### config.mk
export PLATFORM = sky130hd
export DESIGN_NAME = operand_forward_stage
export DESIGN_NICKNAME = d
export VERILOG_FILES = /design/src/rtl/arm_pipe_pkg.sv /design/src/rtl/fwd_priority_select.sv /design/src/rtl/operand_forward_stage.sv
export SDC_FILE = /design/constraint.sdc
export NUM_CORES = 1
export LEC_CHECK = 0
export BUFFER_PORTS_ARGS = -buffer_cell sky130_fd_sc_hd__clkbuf_2
export CORE_UTILIZATION = 39
export CTS_BUF_LIST = sky130_fd_sc_hd__clkbuf_16
export DETAILED_ROUTE_END_ITERATION = 7
export GPL_TIMING_DRIVEN = 1
export PLACE_DENSITY = 0.74
export SYNTH_ARGS = -nofsm -noshare
export SYNTH_HDL_FRONTEND = slang
export SYNTH_HIERARCHICAL = 1
export SYNTH_SLANG_ARGS = --single-unit
### constraint.sdc
create_clock -name clk -period 2 [get_ports clk]
set_clock_uncertainty 0.15 [all_clocks]
set_input_delay 0.1 -clock clk [delete_from_list [all_inputs] [get_ports clk]]
set_output_delay 0.1 -clock clk [all_outputs]
set_load 0.01 [all_outputs]
### src/rtl/arm_pipe_pkg.sv
// Shared ARM pipeline definitions. This package holds the default operand and tag
// widths, the forwarding-source index map, and the selection encoding that the
// forwarding stages share.
package arm_pipe_pkg;

    // Default data and register-tag widths (R0-R15)
    localparam int ARM_WORD_LENGTH = 32;
    localparam int ARM_TAG_WIDTH   = 4;

    // Forwarding source indices. A lower index is a younger writer.
    localparam int unsigned FWD_SRC_MEM = 0;
    localparam int unsigned FWD_SRC_WB  = 1;

    // Selection encoding: 0 = register file, i+1 = forwarding source i
    localparam int unsigned SEL_REGFILE = 0;

endpackage

### src/rtl/fwd_priority_select.sv
// fwd_priority_select: combinational priority selector for forwarded operands.
// The lowest-indexed (youngest) asserted match wins. With no match, the default
// data passes through.
// Ports:
//   match        in  NUM_SRC              per-source match flags
//   fwd_data     in  NUM_SRC*WORD_LENGTH  packed source data, source i at [i*W +: W]
//   default_data in  WORD_LENGTH          value used when nothing matches
//   sel_next     out SEL_W                0 = default, i+1 = source i
//   value_next   out WORD_LENGTH          selected value
module fwd_priority_select
    import arm_pipe_pkg::*;
#(
    parameter int NUM_SRC     = 2,
    parameter int WORD_LENGTH = ARM_WORD_LENGTH,
    localparam int SEL_W      = $clog2(NUM_SRC + 1)
)(
    input  logic [NUM_SRC-1:0]             match,
    input  logic [NUM_SRC*WORD_LENGTH-1:0] fwd_data,
    input  logic [WORD_LENGTH-1:0]         default_data,
    output logic [SEL_W-1:0]               sel_next,
    output logic [WORD_LENGTH-1:0]         value_next
);

    logic found;

    // Scan from the youngest source upward. The first hit sets the found flag,
    // which blocks every older source.
    always_comb begin
        found      = 1'b0;
        sel_next   = SEL_W'(SEL_REGFILE);
        value_next = default_data;
        for (int unsigned i = 0; i < NUM_SRC; i++) begin
            if (match[i] && !found) begin
                found      = 1'b1;
                sel_next   = SEL_W'(i + 1);
                value_next = fwd_data[i*WORD_LENGTH +: WORD_LENGTH];
            end
        end
    end

endmodule

### src/rtl/operand_forward_stage.sv
// operand_forward_stage: registered operand-forwarding selector at the ID/EX
// boundary. It compares the operand's source tag against NUM_SRC in-flight writers
// and picks the youngest match, or the register-file value when none match.
// The result is registered, with stall (hold) and flush (bubble).
// Ports:
//   clk, rst       clock, asynchronous active-high reset
//   stall, flush   hold / squash controls; flush wins over stall
//   in_valid       ID instruction uses this operand
//   src_tag        operand source register
//   id_value       register-file read value
//   fwd_valid      per-source write-back flag
//   fwd_tag        packed destination tags, source i at [i*TAG_WIDTH +: TAG_WIDTH]
//   fwd_data       packed forwarded data, same packing
//   out_value      registered selected operand
//   out_valid      registered operand valid
//   out_sel        registered selection (0 = regfile, i+1 = source i)
//   fwd_hit_count  saturating count of accepted forwarded operands
module operand_forward_stage
    import arm_pipe_pkg::*;
#(
    parameter int WORD_LENGTH = ARM_WORD_LENGTH,
    parameter int NUM_SRC     = 2,
    parameter int TAG_WIDTH   = ARM_TAG_WIDTH,
    parameter int CNT_WIDTH   = 16,
    localparam int SEL_W      = $clog2(NUM_SRC + 1)
)(
    input  logic                           clk,
    input  logic                           rst,
    input  logic                           stall,
    input  logic                           flush,
    input  logic                           in_valid,
    input  logic [TAG_WIDTH-1:0]           src_tag,
    input  logic [WORD_LENGTH-1:0]         id_value,
    input  logic [NUM_SRC-1:0]             fwd_valid,
    input  logic [NUM_SRC*TAG_WIDTH-1:0]   fwd_tag,
    input  logic [NUM_SRC*WORD_LENGTH-1:0] fwd_data,
    output logic [WORD_LENGTH-1:0]         out_value,
    output logic                           out_valid,
    output logic [SEL_W-1:0]               out_sel,
    output logic [CNT_WIDTH-1:0]           fwd_hit_count
);

    logic [NUM_SRC-1:0]     match;
    logic [SEL_W-1:0]       sel_next;
    logic [WORD_LENGTH-1:0] value_next;
    logic                   fwd_taken;

    // Gating the matches with in_valid forces selection to the register file
    // for an unused operand. The selected data is then id_value, which is
    // deterministic.
    always_comb begin
        match = '0;
        for (int unsigned i = 0; i < NUM_SRC; i++) begin
            match[i] = in_valid && fwd_valid[i] &&
                       (fwd_tag[i*TAG_WIDTH +: TAG_WIDTH] == src_tag);
        end
    end

    fwd_priority_select #(
        .NUM_SRC     (NUM_SRC),
        .WORD_LENGTH (WORD_LENGTH)
    ) u_select (
        .match        (match),
        .fwd_data     (fwd_data),
        .default_data (id_value),
        .sel_next     (sel_next),
        .value_next   (value_next)
    );

    assign fwd_taken = in_valid && (sel_next != SEL_W'(SEL_REGFILE));

    always_ff @(posedge clk or posedge rst) begin
        if (rst) begin
            out_value     <= '0;
            out_valid     <= 1'b0;
            out_sel       <= '0;
            fwd_hit_count <= '0;
        end else if (flush) begin
            out_value <= '0;
            out_valid <= 1'b0;
            out_sel   <= '0;
        end else if (!stall) begin
            out_value <= value_next;
            out_valid <= in_valid;
            out_sel   <= sel_next;
            if (fwd_taken && (fwd_hit_count != '1)) begin
                fwd_hit_count <= fwd_hit_count + 1'b1;
            end
        end
    end

endmodule

==> results.yml <==
status:
  status: "finished clean"
setup_path:
  worstPathMaxFanout: 6
  max_stage_delay_ns: 0.47
  required_ns: 2.00
  path_cells: "nand3_1, nor4_4, buf_4, nor4_2, xor2_1"
  critical_path.n_buffers_inverters: 1
  crit_path_end_kind: "flip-flop"
  critPathTopFamily: "simple AND/OR/NAND/NOR gates"
  start_kind: "flip-flop"
  cp.arrival_ns: 1.86
  path_class: "reg -> reg"
  critPathSlowestCell: "nor4_4"
placed_design:
  place.port_buffers: 165
  dp.cells: 586
  dp_hpwl_mm: 6.264
  gp_congestion: 0.8579
timing:
  rsz0062_at_grt: "no"
  setup_tns_ns: 0
  drv_slew: 0
  clock.fmax_mhz: 537.8
  setup_viol: 0
  period_needed_ns: 1.859
  max_slew_margin_pct: 60.62
  hold_ws_ns: 0.03068
  finalHoldViolations: 0
  tightest_slew_ns: 0.5907
  fin_crit_sh_pct: 92.97
power_and_ir_drop:
  ir_worst_vdd_uv: 304.0
  total_power_mw: 2.334
  power.leakage_nw: 2.209
  p_per_area_mw_per_mm2: 547.9
yosys:
  synth_top_cell_by_area: "dfrtp_1"
  postSynth.asyncResetShare_pct: 100.0
  ys_seq_area_share_pct: 41.33
  yosysTopAreaCellShare_pct: 41.33
  syn_inst: 322
  avgSynthCellArea_sq_um: 9.590
  synth_edf_count: 0
  synth_seq_cells: 51
  synth_area_leaders: "dfrtp_1 41%, mux2i_1 22%, nor2_1 4.7%, o21ai_1 4.5%, nand2_1 4.3%"
  syn_nets: 438
  synth_area_sq_mm: 0.003088
  synth_warnings: 6
  synthDistinctLibCells: 39
  synthFlopType: "dfrtp_1"
drt:
  drtAntennaViolNets: 0
  wl_per_cell_microns: 13.54
  wl_mm: 8.086
  drt-initial-drc-count: 70
  drt_pass1_iterations: 4
  routed_via_density: 4.915
  drc: 0
  via_count: 2934
grt:
  grtUsageTotal_pct: 19.99
  antenna_found_initial: 0
  grt_pass1_wl_mm: 13.40
  first_global_vias: 2956
  grt_remaining_overflow: 0
  grt_max_degree: 44
floorplanning:
  io_pins: 166
  die_w_microns: 90.98
  coreArea_sq_mm: 0.007687
  fp-row-count: 32
  die_area_sq_mm: 0.008277
  die_h_microns: 90.98
  initial_utilization_pct: 40.17
clocking:
  clk_latency_ns: 0.28
  clock-root-buffer: "clkbuf_16"
  cts_sinks: 51
  cts.path.max_buffers: 2
  htreeDepth: 2
  cts_tree: "built"
  numCtsBuffers: 5
  cts.clk_slew.worst_paths_ns: 0.06
run:
  cap_violations: 0
worst_hold_path:
  hp-class: "in -> reg"
cells_and_area:
  area_growth_pct: 37.93
  final_cells: 597
  n_antenna_cell: 0
  drive_gt1_share_pct: 41.62
  final.fill_count: 715
  final_nets: 610
==> per-layer routing <==
layer / up-vias / track usage (%) / share of wire (%)
li1: 1462 / - / -
met1: 1363 / 22.04 / 41
met2: 103 / 39.39 / 53
met3: 6 / 4.104 / 6.3
met4: 0 / 3.439 / 0.59
met5: - / 0 / 0
==> where the power goes <==
group          internal [mW]  switching [mW]  total [mW]
clock network          0.450           0.333       0.783
logic                  0.222           0.220       0.442
registers               1.08          0.0275        1.11
==> worst paths after layout <==
path	start	endpoint	slack (ns)	cells past startpoint
worst max-delay path	fwd_hit_count[8]	fwd_hit_count[7]	0.14	5
worst min-delay path	fwd_data[11]	out_value[11]	0.03	5
worst max register to register	fwd_hit_count[8]	fwd_hit_count[7]	0.14	5
worst min register to register	out_value[0]	out_value[0]	0.37	2
max in group asynchronous	rst	out_valid	0.90	4
min in group asynchronous	rst	out_value[5]	0.26	3
==> Yosys cell counts (2+ instances only) <==
cell type  instances
nand3_1           10
and3_1             2
inv_1              7
nor3_1             4
buf_12             3
xor2_1            11
nand4_1            6
nor2_1            39
mux2_2             2
and2_1             3
o21ai_1           28
o21ai_0            5
buf_6              4
buf_2              5
mux2i_1           68
nor4_1             7
dfrtp_1           51
a21oi_1            2
clkbuf_1           8
nand2_1           35
xnor2_1            4
==> worst register-to-register path: stages, from the launching register on <==
cell,delay (ns)
dfrtp_1,0.43
nand3_1,0.25
nor4_4,0.47
buf_4,0.22
nor4_2,0.06
xor2_1,0.15
==> cell type report <==
cell class                      count  area [sq um]  share of cell area (%)
Sequential cell                    51          1276                   29.96
Multi-Input combinational cell    243          1692                   39.72
Clock buffer                        5         125.1                   2.938
Clock inverter                      3         11.26                  0.2644
Tap cell                          102         127.6                   2.996
Timing Repair Buffer              186          1001                   23.50
Inverter                            7         26.28                  0.6169
==> repair_timing <==
| item | in CTS | in global routing |
|---|---|---|
| setup endpoints to repair | 0 | 9 |
| gates resized for setup | 0 | 0 |
| hold buffers | 2 | 0 |
| endpoints found under the hold margin | 25 | 0 |
| buffers inserted | 0 | 1 |
==> kinds of logic after synthesis <==
family                   synth area share, %
AO/OA/AOI/OAI                          7.577
XOR/XNOR                               4.254
adder cells (fa/ha/maj)               0.4051
buffers and inverters                  6.281
flip-flops                             41.33
multiplexers                           22.77
AND/OR/NAND/NOR                        17.38
==> cells in the final DEF, fill, tap and decap left out, types with 2 or more instances in the layout <==
cell,Yosys,final
clkbuf_2,0,165
mux2i_1,68,68
dfrtp_1,51,51
nor2_1,39,37
nand2_1,35,35
o21ai_1,28,29
buf_4,1,18
xor2_1,11,11
nand3_1,10,10
inv_1,7,7
nand4_1,6,6
nor4_2,1,5
clkbuf_16,0,5
nor3_1,4,4
o21ai_0,5,4
xnor2_1,4,4
nor4_4,0,2
mux2_2,2,2
and3_1,2,2
a21oi_1,2,2
and2_1,3,2
clkinv_1,0,2
dlygate4sd3_1,0,2
==> per-stage QoR <==
step                      worst slack, ns  util, %  area (sq um)
final                              0.1407    55.40          4259
after detailed placement         -0.09922    53.27          4095
after floorplan                  -0.07493        -          3154
after global placement           0.005250    53.27          4095
after CTS                         0.02893    55.31          4252
after global routing             0.003716    55.40          4259
==> state kept, by name (all words and copies together) (netlist names) <==
name           flops
fwd_hit_count     16
out_value         32
out_valid          1
out_sel            2
(Power assumes the default switching activity.)
